**src/rtl/vga_text_ctrl.sv**
```systemverilog
// vga_text_ctrl: VGA timing generator and text-buffer walker feeding the glyph renderer.
// Optional cursor blink is built in when CURSOR_BLINK_EN is defined.
module vga_text_ctrl #(
    parameter int H_ACTIVE = 640,
    parameter int H_FP     = 16,
    parameter int H_SYNC   = 96,
    parameter int H_BP     = 48,
    parameter int V_ACTIVE = 480,
    parameter int V_FP     = 10,
    parameter int V_SYNC   = 2,
    parameter int V_BP     = 33,
    parameter int CHAR_W   = 9,
    parameter int CHAR_H   = 16,
    parameter int COLS     = 70,
`ifdef CURSOR_BLINK_EN
    parameter int BLINK_FRAMES = 30,
`endif
    parameter int ROWS     = 30
) (
    input  logic        pclk,
    input  logic        rst,
    input  logic [4:0]  scroll_row,
    input  logic [6:0]  cur_col,
    input  logic [4:0]  cur_row,
    output logic [11:0] ram_addr,
    input  logic [7:0]  ram_data,
    output logic [7:0]  char,
    output logic [3:0]  h_font,
    output logic [3:0]  v_font,
    output logic        c_valid,
    output logic        cursor,
    output logic        hsync,
    output logic        vsync,
    output logic        blank_n,
    output logic        frame_start
);

    localparam int H_TOT = H_ACTIVE + H_FP + H_SYNC + H_BP;
    localparam int V_TOT = V_ACTIVE + V_FP + V_SYNC + V_BP;

    localparam logic [9:0] H_LAST = 10'(H_TOT - 1);
    localparam logic [9:0] V_LAST = 10'(V_TOT - 1);
    localparam logic [9:0] H_ACT  = 10'(H_ACTIVE);
    localparam logic [9:0] V_ACT  = 10'(V_ACTIVE);
    localparam logic [9:0] HS_BEG = 10'(H_ACTIVE + H_FP);
    localparam logic [9:0] HS_END = 10'(H_ACTIVE + H_FP + H_SYNC - 1);
    localparam logic [9:0] VS_BEG = 10'(V_ACTIVE + V_FP);
    localparam logic [9:0] VS_END = 10'(V_ACTIVE + V_FP + V_SYNC - 1);
    localparam logic [3:0] CW     = 4'(CHAR_W);
    localparam logic [3:0] CH_LST = 4'(CHAR_H - 1);
    localparam logic [6:0] NCOL   = 7'(COLS);
    localparam logic [4:0] NROW   = 5'(ROWS);
    localparam logic [5:0] NROW6  = 6'(ROWS);

    logic        run_q;
    logic [9:0]  hcnt_q, hcnt_d, vcnt_q, vcnt_d;
    logic [3:0]  hf_q, hf_d, vf_q, vf_d;
    logic [6:0]  col_q, col_d;
    logic [4:0]  row_q, row_d;
    logic [4:0]  scr_q, scr_d, cr_q, cr_d;
    logic [6:0]  cc_q, cc_d;
    logic        h_end, v_end, act0, blink;
    logic [5:0]  sum;
    logic [4:0]  brow;
    logic [11:0] addr_d, addr_q;
    logic        cv0, cur0, hs0, vs0;
    logic [3:0]  hf1_q, vf1_q, hf2_q, vf2_q;
    logic        cv1_q, cur1_q, vld1_q, cv2_q, cur2_q, vld2_q;
    logic [2:0]  hs_q, vs_q, bl_q;

    // run_q holds the counters for the reset-exit cycle so the
    // first live cycle lands on pixel (0,0)
    assign h_end = hcnt_q == H_LAST;
    assign v_end = vcnt_q == V_LAST;
    assign act0  = run_q && (hcnt_q < H_ACT) && (vcnt_q < V_ACT);
    assign frame_start = run_q && (hcnt_q == '0) && (vcnt_q == '0);

    // stage-0 pixel counters and incremental cell counters
    always_comb begin
        hcnt_d = hcnt_q;
        vcnt_d = vcnt_q;
        hf_d   = hf_q;
        col_d  = col_q;
        vf_d   = vf_q;
        row_d  = row_q;
        if (run_q) begin
            hcnt_d = h_end ? '0 : hcnt_q + 10'd1;
            if (h_end) begin
                hf_d   = 4'd1;
                col_d  = '0;
                vcnt_d = v_end ? '0 : vcnt_q + 10'd1;
                if (v_end) begin
                    vf_d  = '0;
                    row_d = '0;
                end else if (vcnt_q < V_ACT) begin
                    if (vf_q == CH_LST) begin
                        vf_d  = '0;
                        row_d = row_q + 5'd1;
                    end else begin
                        vf_d = vf_q + 4'd1;
                    end
                end
            end else if (act0) begin
                if (hf_q == CW) begin
                    hf_d  = 4'd1;
                    col_d = col_q + 7'd1;
                end else begin
                    hf_d = hf_q + 4'd1;
                end
            end
        end
    end

    // counter state registers
    always_ff @(posedge pclk) begin
        if (!rst) begin
            run_q  <= 1'b0;
            hcnt_q <= '0;
            vcnt_q <= '0;
            hf_q   <= 4'd1;
            col_q  <= '0;
            vf_q   <= '0;
            row_q  <= '0;
        end else begin
            run_q  <= 1'b1;
            hcnt_q <= hcnt_d;
            vcnt_q <= vcnt_d;
            hf_q   <= hf_d;
            col_q  <= col_d;
            vf_q   <= vf_d;
            row_q  <= row_d;
        end
    end

    // frame-start values apply to pixel (0,0) too, then hold all frame
    assign scr_d = frame_start ? ((scroll_row >= NROW) ? '0 : scroll_row)
                               : scr_q;
    assign cc_d  = frame_start ? cur_col : cc_q;
    assign cr_d  = frame_start ? cur_row : cr_q;

    // per-frame sampled scroll and cursor position
    always_ff @(posedge pclk) begin
        if (!rst) begin
            scr_q <= '0;
            cc_q  <= '0;
            cr_q  <= '0;
        end else begin
            scr_q <= scr_d;
            cc_q  <= cc_d;
            cr_q  <= cr_d;
        end
    end

`ifdef CURSOR_BLINK_EN
    localparam int FW = $clog2(BLINK_FRAMES + 1);
    logic [FW-1:0] fcnt_q, fcnt_d;
    logic          blink_q, blink_d;

    // frame counter toggles the blink phase every BLINK_FRAMES frames
    always_comb begin
        fcnt_d  = fcnt_q;
        blink_d = blink_q;
        if (run_q && h_end && v_end) begin
            if (fcnt_q == FW'(BLINK_FRAMES - 1)) begin
                fcnt_d  = '0;
                blink_d = !blink_q;
            end else begin
                fcnt_d = fcnt_q + FW'(1);
            end
        end
    end

    // blink state registers
    always_ff @(posedge pclk) begin
        if (!rst) begin
            fcnt_q  <= '0;
            blink_q <= 1'b1;
        end else begin
            fcnt_q  <= fcnt_d;
            blink_q <= blink_d;
        end
    end

    assign blink = blink_q;
`else
    assign blink = 1'b1;
`endif

    // ring-buffer row: one conditional subtract replaces the modulo
    assign sum    = {1'b0, row_q} + {1'b0, scr_d};
    assign brow   = (sum >= NROW6) ? 5'(sum - NROW6) : sum[4:0];
    assign addr_d = (run_q && col_q < NCOL)
                  ? 12'(brow) * 12'(COLS) + 12'(col_q) : '0;
    assign cv0    = act0 && (col_q < NCOL) && (row_q < NROW);
    assign cur0   = cv0 && (col_q == cc_d) && (row_q == cr_d) && blink;
    assign hs0    = !(hcnt_q >= HS_BEG && hcnt_q <= HS_END);
    assign vs0    = !(vcnt_q >= VS_BEG && vcnt_q <= VS_END);

    // two-stage cell pipeline aligned with the RAM read latency
    always_ff @(posedge pclk) begin
        if (!rst) begin
            addr_q <= '0;
            hf1_q  <= 4'd1;
            vf1_q  <= '0;
            cv1_q  <= 1'b0;
            cur1_q <= 1'b0;
            vld1_q <= 1'b0;
            hf2_q  <= 4'd1;
            vf2_q  <= '0;
            cv2_q  <= 1'b0;
            cur2_q <= 1'b0;
            vld2_q <= 1'b0;
        end else begin
            addr_q <= addr_d;
            hf1_q  <= hf_q;
            vf1_q  <= vf_q;
            cv1_q  <= cv0;
            cur1_q <= cur0;
            vld1_q <= run_q;
            hf2_q  <= hf1_q;
            vf2_q  <= vf1_q;
            cv2_q  <= cv1_q;
            cur2_q <= cur1_q;
            vld2_q <= vld1_q;
        end
    end

    // three-deep sync/blank delay matching the renderer output register
    always_ff @(posedge pclk) begin
        if (!rst) begin
            hs_q <= '1;
            vs_q <= '1;
            bl_q <= '0;
        end else begin
            hs_q <= {hs_q[1:0], hs0};
            vs_q <= {vs_q[1:0], vs0};
            bl_q <= {bl_q[1:0], act0};
        end
    end

    assign ram_addr = addr_q;
    assign char     = vld2_q ? ram_data : '0;
    assign h_font   = hf2_q;
    assign v_font   = vf2_q;
    assign c_valid  = cv2_q;
    assign cursor   = cur2_q;
    assign hsync    = hs_q[2];
    assign vsync    = vs_q[2];
    assign blank_n  = bl_q[2];

endmodule

```
**config.mk**
```make
export PLATFORM = sky130hd
export DESIGN_NAME = vga_text_ctrl
export DESIGN_NICKNAME = d
export VERILOG_FILES = /design/src/rtl/vga_text_ctrl.sv
export SDC_FILE = /design/constraint.sdc
export NUM_CORES = 1
export LEC_CHECK = 0
export CORE_UTILIZATION = 35
export DETAILED_ROUTE_END_ITERATION = 6
export PLACE_DENSITY_LB_ADDON = 0.2
export REMOVE_ABC_BUFFERS = 1
export SLEW_MARGIN = 20
export SYNTH_ARGS = -nofsm -noshare
export SYNTH_HDL_FRONTEND = slang
export SYNTH_SLANG_ARGS = --single-unit
```
**constraint.sdc**
```tcl
create_clock -name pclk -period 16.7 [get_ports pclk]
set_input_delay 2.505 -clock pclk [delete_from_list [all_inputs] [get_ports pclk]]
set_output_delay 2.505 -clock pclk [all_outputs]
set_load 0.01 [all_outputs]
```
Word level (Yosys, flattened, before mapping)
Index checks and enable logic that the tools add are counted.

Bits in registers: 101. Latch bits: 0. Memory bits (writable): 0. Memory bits (read-only): 0. Input port bits: 27. Output and inout port bits: 34. Logic and storage cells: 96. Memories: 0.

Add/sub/neg operators: 9. Multiply operators: 1. Divide/modulo/power cells: 0. $lt $le $gt $ge: 10. Eq/ne operators: 6. Shift-type cells: 0. Mux-type cells: 21. Bitwise logic cells: 0. Reductions and logical operators: 25.

Operators with widths (number): two-way mux 5 bit (7); two-way mux 7 bit (4); two-way mux 4 bit (6); adder 10 x 1 -> 10 bit, second input constant (2); == test 10 bit, second input constant (2); zero test 10 bit (2); two-way mux 10 bit (2); adder 12 x 7 -> 12 bit (1); logical AND 1 bit (11); multiplier 5 x 6 -> 11 bit, second input constant (1); >= comparator 10 bit, second input constant (1); >= comparator 10 x 9 -> 1 bit, second input constant (1); <= comparator 10 bit, second input constant (1); <= comparator 10 x 9 -> 1 bit, second input constant (1); < comparator 10 bit, second input constant (1); < comparator 10 x 9 -> 1 bit, second input constant (1); adder 4 x 1 -> 4 bit, second input constant (2); == test 4 bit, second input constant (2); two-way mux 8 bit (1); nonzero test 2 bit (4); adder 7 x 1 -> 7 bit, second input constant (1); == test 7 bit (1); < comparator 7 bit, second input constant (1); adder 5 x 5 -> 6 bit (1); other kinds (11) (15).

Longest topological paths before layout
Depth after elaboration: 9. Gate-level depth with buffers: 30. Mapped depth without buffers: 28.

Worst setup path after synthesis
Ideal clock, no wire load.

Path type: input port to flip-flop. Start: input scroll_row[4]. End: register addr_q[10] (netlist: ram_addr[10]). Setup time: 0.121 ns. Arrival: 7.200 ns. Required time: 16.579 ns. Path slack: 9.379 ns. Stages on the path: 23. Buffers on the path: 0. Cell sequence: nand4_1 -> a31oi_1 -> inv_1 -> ha_1 -> and3_1 -> or3_1 -> nand3_1 -> o31ai_1 -> a211o_1 -> mux2i_1 -> inv_1 -> ha_1 -> ha_1 -> ha_1 -> a31oi_1 -> xnor2_1 -> ha_1 -> o21a_1 -> a21oi_1 -> o21ba_2 -> mux2i_1 -> o21ai_0 -> mux2_2.

Longest elaborated chain between the ends: 8. Elaborated cells between the ends (all ways): 9. Classes of those cells: add/sub (3); mul (1); order compare (2); mux (3).

Ends and longest elaborated chain: start: declaration (line 22) `input logic [4:0] scroll_row,`; >= comparator 5 bit * (line 136) `assign scr_d = frame_start ? ((scroll_row >= NROW) ? '0 : scroll_row)`; two-way mux 5 bit * (2 in series) (line 136); named net scr_d[1] (line 60) `logic [4:0] scr_q, scr_d, cr_q, cr_d;`; adder 5 x 5 -> 6 bit * (line 190) `assign sum = {1'b0, row_q} + {1'b0, scr_d};`; subtractor 5 bit / >= comparator 6 x 5 -> 1 bit (equally long branches) (line 191) `assign brow = (sum >= NROW6) ? 5'(sum - NROW6) : sum[4:0];`; two-way mux 5 bit * (line 191); multiplier 5 x 6 -> 11 bit * (line 193) `? 12'(brow) * 12'(COLS) + 12'(col_q) : '0;`; adder 12 x 7 -> 12 bit * (line 193); end signal: assignment (line 214) `addr_q <= addr_d;`; end: declaration (line 65) `logic [11:0] addr_d, addr_q;`.

The timed path passes the listed nets; every way through them passes the cells marked *. A chain may end at the register's enable or synchronous reset.

Worst setup path after layout
Same ends and word-level chain as after synthesis.

==> metrics.md <==
| Metric | Value |
|---|---|
| TritonCTS clock tree | built |
| Yosys reg bits | a little over 100 |
| Final GP Congestion | 0.816 |
| Hold Startpoint | vs_q[1] |
| Clock skew | 0.00619 ns |
| # IOs | 61 |
| # fillers | 1373 |
| Core Util, Final | 0.436 |
| Initial antenna violation count | 0 |
| RSZ-0062 raised after global routing | false |
| GRT Overall Usage | 0.163 |
| Critical Path Fanout Max | 5 |
| Critical path type | primary input to flip-flop |
| Synth Instances | 564 |
| Number of port buffers | 60 |
| Worst path most repeated cell | ha_1 |
| Routed via count | 4027 |
| Die X-Extent | 123 µm |
| Area Growth Syn to Fin | 20.3% |
| Final setup vio count | 0 |
| DRC | 0 |
| Vias in the first global route | 3930 |
| Die footprint | approximately 15000 µm² |
| # rows | 43 |
| EDFF count, synth | 0 |
| Vias per Instance | 5.01 |
| Ys Warns | 0 |
| Leakage power | 2.47 nW |
| Final critical-path share of the clock period | 0.482 |
| Inserted Clock Buffers | 9 |
| Max Fclk | 124 MHz |
| First-pass GRT wire length | around 19000 µm |
| Max cap viols | 0 |
| Setup tns final | 0 ns |
| Initial DRC count | 193 |
| Initial core utilization | 0.362 |
| Bufs on Longest Clock Path | 2 |
| Inst Count DP | between 700 and 800 |
| CP peak stage delay | 0.48 ns |
| Place WS | 8.39 ns |
| Fin. Hold Viols | 0 |
| Yosys cell types | 55 |
| Post-DP HPWL | 8250 µm |
| Post-CTS Setup Inserts | 0 |
| R2R cell count | 27 |
| Pwr/cell area | roughly 87 nW/µm² |
| Tmin final | 8.05 ns |
| # hold bufs at CTS | 0 |
| Nets | 679 |
| CP startpoint kind | primary input |
| Root Driver | clkbuf_16 |
| # diodes | 0 |
| Clk_lat worst skew | 0.35 ns |
| Worst path bufs/invs | 3 |
| Worst-path cell chain | clkdlybuf4s50_1, nand4_1, a31oi_1, inv_1, ha_1, and3_1, or3_1, nand3_1, o31ai_1, a211o_1, mux2i_1, inv_1, ha_1, ha_1, ha_1, a31oi_1, xnor2_1, ha_1, o21a_1, a21oi_1, o21ba_2, mux2i_1, o21ai_0, mux2_2 |
| Reg-to-reg critical path endpoint | ram_addr[10] |
| Worst EP arrival | 8.29 ns |
| Worst hold path stage count | 1 |
| Post-synth ARST share | 0 |
| Mapped Avg Cell Area | 9.02 µm² |
| Total routed wirelength | 11200 µm |
| CTS sink cnt | 101 |
| Wire per inst | roughly 14 µm |
| Seq/Total Area, Yosys | 0.398 |
| Min-Delay Path Class | flip-flop to flip-flop |
| Post-DRT Antenna Nets | 0 |
| Syn Std Cell Area | 5080 µm² |
| Top delay family on crit path | compound AO/OA/AOI/OAI gates |
| Status | finished clean |
| Finished Layout Cells | between 800 and 900 |
| Yosys top cell area share | 0.398 |
| Core ar. | 14000 µm² |
| Critical Path Sink Type | flip-flop |
| DR pass1 iterations | 4 |
| Worst-Margin Slew | 0.711 ns |
| RR Startpoint | run_q |
| H-tree depth | 3 |
| Worst hold endpoint | vs_q[2] |
| Cell taking the most area after synthesis | dfxtp_1 |
| VDD IR max | 0.0417 mV |
| Crit-path slowest cell | clkdlybuf4s50_1 |
| Worst Setup Slack, final | 8.65 ns |
| Overflow after GRT | 0 |
| Critical Path RT | 16.95 ns |
| Proportion of layout cells with a drive suffix above 1 | 0.0465 |
| Relative slew slack | 0.522 |
| Reg-to-reg slack, setup | ~9.8 ns |
| Final slew viol count | 0 |
| Top FF cell, synth | dfxtp_1 |
| Clk pin slew, worst setup/hold paths | approximately 0.070 ns |
| Area contributors post-synth | dfxtp_1 40%, ha_1 7.6%, xor2_1 5.5% |
| # resized after CTS | 0 |
| Die span in y | 123 µm |
| Largest net degree at the start of global routing | between 60 and 70 |
[sequential cells by signal (all words and copies together), names as in the netlist]
register / cells
hcnt_q: 10
cursor: 1
vf1_q: 4
vld1_q: 1
v_font: 4
vf_q: 4
row_q: 5
cv1_q: 1
scr_q: 5
run_q: 1
col_q: 7
vld2_q: 1
vcnt_q: 10
cur1_q: 1
c_valid: 1
hf1_q: 4
vs_q: 3
cc_q: 7
hf_q: 4
h_font: 4
cr_q: 5
ram_addr: 12
bl_q: 3
hs_q: 3
[kinds of logic (layout without fill, tap and decap cells)]
logic type,after synthesis,count (layout),synth area share
adders and majority gates,34,34,0.0881
buffers and inverters,37,96,0.0330
xor gates and xnor gates,53,53,0.0913
AOI/OAI and AO/OA,75,75,0.0918
muxes,18,18,0.0359
DFF,101,101,0.398
and+or+nand+nor,246,246,0.262
[worst reg2reg max path, cell delays in order, from the launching register on]
cell and delay [ns]:
dfxtp_1 0.53, nor4b_1 0.28, nand3_1 0.16, nor3_4 0.17, buf_4 0.32, and2b_2 0.27, a31oi_1 0.31, inv_1 0.09
ha_1 0.29, and3_1 0.21, or3_1 0.42, nand3_1 0.11, o31ai_1 0.07, a211o_1 0.34, mux2i_1 0.28, inv_1 0.12
ha_1 0.23, ha_1 0.19, ha_1 0.32, a31oi_1 0.34, xnor2_1 0.18, ha_1 0.30, o21a_1 0.14, a21oi_1 0.20
o21ba_2 0.21, mux2i_1 0.12, o21ai_0 0.22, mux2_2 0.36
[power by group]
| part | internal [mW] | switching (mW) |
|---|---|---|
| clock network | 0.103 | 0.0985 |
| logic | 0.0360 | 0.0417 |
| registers | 0.248 | 0.00368 |
| total | 0.387 | 0.144 |
[cells in the mapped netlist (all sizes together) (2+ instances only)]
cell type / number
nor4: 4
and2b: 3
nand3b: 3
or3: 4
nand2b: 8
mux2i: 16
xor2: 32
inv: 18
a21oi: 21
a21o: 5
clkbuf: 15
o21a: 4
ha: 31
dfxtp: 101
o21ai: 21
nand3: 20
xnor2: 21
mux2: 2
nor2b: 25
nand2: 32
and2: 42
a211oi: 3
and4: 3
nor3: 7
o31ai: 5
a31oi: 2
and3: 10
nand4: 21
o211ai: 3
nor2: 58
a22oi: 2
buf: 4
nand4b: 2
fa: 3
[per-layer routing]
layer	track usage	vias to the layer above	part of all wire
li1	-	2052	-
met1	0.207	1881	0.48
met2	0.268	77	0.46
met3	0.0270	17	0.041
met4	0.0770	0	0.021
met5	0	-	0
[cell type report]
class | instances | area [µm²] | area share
Clock buffer | 9 | 225 | 0.0368
Clock inverter | 7 | 60.1 | 0.00982
Inverter | 18 | 67.6 | 0.0110
Multi-Input combinational cell | 426 | 2900 | 0.474
Sequential cell | 101 | 2020 | 0.331
Tap cell | 180 | 225 | 0.0368
Timing Repair Buffer | 62 | 616 | 0.101
[worst max-delay path by stage]
stage                  startpoint      endpoint  slack, ns  depth (start not counted)
finish              scroll_row[4]  ram_addr[10]       8.65                         24
global route        scroll_row[3]  ram_addr[10]       8.31                         24
CTS                 scroll_row[4]  ram_addr[10]       8.72                         24
detailed placement  scroll_row[4]  ram_addr[11]       8.39                         24
global placement    scroll_row[4]  ram_addr[11]       8.54                         24
floorplan           scroll_row[4]  ram_addr[10]       9.38                         23
[stage by stage]
stage | hold WS [ns] | area [µm²] | power [mW]
after detailed placement | 0.392 | 5830 | 0.336
final | 0.407 | 6120 | 0.531
after floorplan | 0.386 | 4980 | 0.306
after global routing | 0.423 | 6120 | 0.558
after CTS | 0.406 | 6120 | 0.538
after global placement | 0.389 | 5830 | 0.334
[cell usage in the layout, fill, tap and decap left out, types with 6 or more instances in the layout]
cell type,n
mux2i_1,16
and2_1,42
nand2_1,32
o21ai_0,21
nor3_1,6
clkdlybuf4s50_1,60
and3_1,10
nand4_1,21
dfxtp_1,101
nor2_1,58
ha_1,31
clkbuf_16,9
nand3_1,20
a21oi_1,21
xnor2_1,21
nand2b_1,8
nor2b_1,25
inv_1,18
xor2_1,32
(Power assumes the default switching activity.)
==> patch 1 (same flow settings) <==
Remove the register `vf2_q`: a continuous assignment takes its place, so the output `v_font` follows one clock earlier.
--- a/src/rtl/vga_text_ctrl.sv
+++ b/src/rtl/vga_text_ctrl.sv
@@ -208,3 +208,2 @@
             hf2_q  <= 4'd1;
-            vf2_q  <= '0;
             cv2_q  <= 1'b0;
@@ -220,3 +219,2 @@
             hf2_q  <= hf1_q;
-            vf2_q  <= vf1_q;
             cv2_q  <= cv1_q;
@@ -226,2 +224,4 @@
     end
+
+    assign vf2_q = vf1_q;
 
Behaviour: no difference found for any inputs over 10 cycles, from zero or initial values and one cycle with rst low; that may be too few to reach the edited logic, so the function may still have changed.
==> patch 1 against the original RTL <==
Area after synthesis down 4.3%. Setup slack worse by 0.097 ns. Sequential power down 4%. Non-clock buffer count up 2. Sequential cell count down 4. Final area down 3.5%. Wire length down 8.8%. Power down 1.3%. Critical endpoint is now ram_addr[11]$_SDFF_PN0_.
==> patch 1: results (changes against the original RTL) <==
Outcome
The flow ran to the end, and the final reports show no timing, DRC or antenna violations.

Layout
The total inserted antenna cells is 0 (unchanged). The number of filler instances in the final layout was 1,335 (-2.8%). The filler-free cell count of the finished design is 775 (-3.5%).

The fraction of layout instances using a drive strength above 1 was 4.674% (+0.020 points). The total number of nets in the final design is 656 (-3.4%). The flip-flop count of the largest register after layout came to 12 (unchanged).

Setup path
The end of the worst register-to-register path is ram_addr[11]$_SDFF_PN0_. The critical setup path kind is in -> reg. The data arrival time of the critical path is 8.38 ns (+0.09 ns).

The worst register-to-register path begins at hcnt_q[1]$_SDFFE_PN0P_. The setup slack of the worst register-to-register path is 9.97 ns (+0.14 ns). The cell depth of the worst flop-to-flop path came to 26 (-3.7%). The peak fanout along the critical path is 6 (+1). The most critical setup path has its startpoint at scroll_row[2].

Min path
In this run the worst hold path is classified as reg -> reg. The startpoint identified for the worst hold timing path is hs_q[0]$_SDFF_PN1_. The path with the worst hold slack has its endpoint at hs_q[1]$_SDFF_PN1_.

Clocking
The later-pin clock latency in the skew report is 0.35 ns (about the same). The library cell used as clock root buffer is clkbuf_16. The number of gates given a new drive strength after cts came to 0 (unchanged).

The post-CTS setup buffer count is 0 (unchanged).

Pwr
The leakage power came to 2.452 nW (-0.60%). The peak ir drop on the vdd network is 0.04967 mV (+19%).

Placed design
The post-placement setup slack is 8.245 ns (-0.1418 ns). The detailed placer's ending HPWL is 7737 µm (-6.2%). The global placement routability congestion is 0.8224 (+0.82%). The total placed cells including tap cells is 760 (-3.4%).

The standard cell area after detailed placement was 0.005617 mm² (-3.7%).

Synthesis
The register area share after synthesis is 39.92% (+0.15 points). The synthesized netlist cell count is 537 (-4.8%). Sorting the synthesized cells by area gives the leading types as dfxtp_1 (40%), ha_1 (8.0%), xor2_1 (6.1%), nor2_1 (4.8%), and2_1 (3.9%). The share of flip-flops with an asynchronous set or reset is 0% (unchanged). The count of unique library cells instantiated by Yosys is 59 (+7.3%). The commonest cells after synthesis are dfxtp_1 (97), nor2_1 (62), nand2_1 (34), xor2_1 (34), ha_1 (31).

The number of warnings issued by yosys was 0 (unchanged).

Timing
The smallest hold slack is 0.4064 ns (-0.0007170 ns). The transition time at the pin with the least slew margin is 0.5980 ns (-0.1134 ns). The clock skew came to 0.006471 ns (+0.0002858 ns). The final worst setup slack came to 8.557 ns (-0.09700 ns).

Detailed routing
The number of DRC markers after the initial detailed-route iteration is 169 (-12%). The post-detailed-route wirelength per cell is 13.20 µm (-5.5%). The number of search-and-repair iterations in the first detailed-routing pass came to 4 (unchanged). The routed via count divided by cell count is 4.885 (-2.6%).

GRT
The global-route total usage across every layer is 15.90% (-0.40 points). The first-pass GRT wire length is 18,020 µm (-4.7%). The via count of the first global-routing pass is 3,754 (-4.5%). The largest net degree at the start of global routing is 31 (-50%).
[patch 1: kinds of logic (layout without fill, tap and decap cells)]
group	Yosys count	after routing	share of synthesized area, %
buffers and inverters	38	100	3.652
AOI/OAI and AO/OA	67	67	8.797
DFF	97	97	39.92
adders and majority gates	34	34	9.208
xor gates and xnor gates	54	54	10.01
and+or+nand+nor	231	231	25.03
muxes	16	16	3.395
[patch 1: power breakdown]
group | switching [W] | internal (W)
clock | 0.0000876 | 0.000115
sequential | 0.00000326 | 0.000239
combinational | 0.0000420 | 0.0000372
[patch 1: critical path, stage by stage]
cell	delay, ns
clkdlybuf4s50_1	0.49
nand4_1	0.18
and3_1	0.24
a21oi_1	0.27
inv_1	0.08
ha_1	0.27
and3_1	0.19
o21ai_0	0.31
nand3_1	0.20
o311ai_0	0.47
o21a_1	0.30
inv_1	0.10
ha_1	0.29
ha_1	0.14
inv_1	0.05
fa_1	0.35
inv_1	0.06
ha_1	0.24
or3_1	0.39
a21o_1	0.18
a221o_1	0.34
a211o_1	0.32
mux2i_1	0.13
o31a_1	0.29
[patch 1: cell type report]
type | instances | area (µm²) | area share, %
clock buffer | 10 | 229.0 | 3.880
clock inverter | 5 | 56.30 | 0.9540
inverter | 21 | 78.83 | 1.336
multi-input combinational | 402 | 2745 | 46.51
sequential | 97 | 1942 | 32.90
tap | 176 | 220.2 | 3.731
timing repair buffer | 64 | 630.6 | 10.68
[patch 1: routing by layer]
metal / routed length, µm / up-vias / GRT usage [%]
li1: - / 1962 / -
met1: 5032 / 1733 / 20.52
met2: 4498 / 73 / 25.25
met3: 450 / 18 / 3.612
met4: 246 / 0 / 7.109
met5: 0 / - / 0
==> patch 2 (same settings) <==
Without the edit above. The option `CURSOR_BLINK_EN` is turned on by a define.
--- a/src/rtl/vga_text_ctrl.sv
+++ b/src/rtl/vga_text_ctrl.sv
@@ -2,2 +2,4 @@
 // Optional cursor blink is built in when CURSOR_BLINK_EN is defined.
+`define CURSOR_BLINK_EN
+
 module vga_text_ctrl #(
Behaviour: no difference found for any inputs over 10 cycles, from zero or initial values and one cycle with rst low; that may be too few to reach the edited logic, so the function may still have changed.
==> patch 2 against the original RTL <==
The run now ends with DRC left. Sequential cell count rose by 6. Power grew 2.2%. Wire length shrank 0.48%. Critical path depth unchanged. Area after synthesis increased by 4.6%. Final area grew 3.9%. Sequential share of layout area up 0.63 points. Setup slack worse by 0.17 ns.
==> patch 2: results (changes against the original RTL) <==
Setup path
The peak fanout along the critical path is 6 (+1).

Synthesis
The synthesized-area fraction occupied by ao, oa, aoi and oai cells is 9.061% (-0.12 points). The average footprint of a synthesized cell came to 9.198 µm² (+2.0%). The register area share after synthesis came to 40.29% (+0.53 points).

In the post-synthesis netlist, the biggest area contributors are dfxtp_1 (40%), ha_1 (7.5%), xor2_1 (6.1%), and2_1 (5.2%), nor2_1 (4.2%). The area share of fa/ha/maj cells after synthesis is 8.661% (-0.15 points).

Pwr
The net switching share of the total power was 25.98% (-1.1 points). The leakage power is 2.636 nW (+6.9%). The power of the sequential group is 0.000266 W (+6%). The combinational group power is 0.0000811 W (+4.2%).

The cell-internal power is 0.0004019 W (+3.8%).

Outcome
The run finished, with violations left. The final reports fail on DRC.

GRT
The global-route total usage across every layer came to 15.22% (-1.1 points). The met3 routing resource usage after global routing is 3.338% (+0.64 points). The global-route met2 utilization was 25.99% (-0.80 points). The via count of the first global-routing pass is 3,908 (-0.56%).

Detailed routing
The remaining design rule violation count was 8 (+8). The routed via count is 4,070 (+1.1%). The wire length on met3 is 389 µm (-16%).

The routed length on met1 is 5411 µm (+0.50%). The number of search-and-repair iterations in the first detailed-routing pass came to 7 (+3). The number of DRC markers after the initial detailed-route iteration was 131 (-32%).

The total wirelength of the detailed-routed design is 11,160 µm (-0.48%).

Placed design
The total placed cells including tap cells is 813 (+3.3%). The standard cell area after detailed placement is 0.006088 mm² (+4.4%).

Timing
The relative slew slack came to 27.81% (-24 points).

Layout
The total number of nets in the final design is 702 (+3.4%).
## patch 2: changes by cell type after synthesis, moves of 4 or more
cell	before	now
a21oi_1	21	12
clkbuf_1	15	8
dfxtp_1	101	107
inv_1	18	25
nand2_1	32	28
nand2b_1	8	13
nor2b_1	25	19
o31ai_1	5	0
xor2_1	32	37
## patch 2: worst paths after layout
check	start	endpoint	slack, ns
worst max-delay path	scroll_row[3]	ram_addr[10]$_SDFF_PN0_	8.48
worst max register to register	run_q$_DFF_P_	ram_addr[10]$_SDFF_PN0_	9.49
worst min-delay path	vs_q[1]$_SDFF_PN1_	vs_q[2]$_SDFF_PN1_	0.41
worst min register to register	vs_q[1]$_SDFF_PN1_	vs_q[2]$_SDFF_PN1_	0.41
## patch 2: final cells by class
type	count	area (µm²)
Sequential cell	107	2142
Clock buffer	10	229.0
Timing Repair Buffer	62	610.6
Tap cell	184	230.2
Fill cell	1409	8341
Clock inverter	6	41.29
Multi-Input combinational cell	435	3012
Inverter	25	93.84
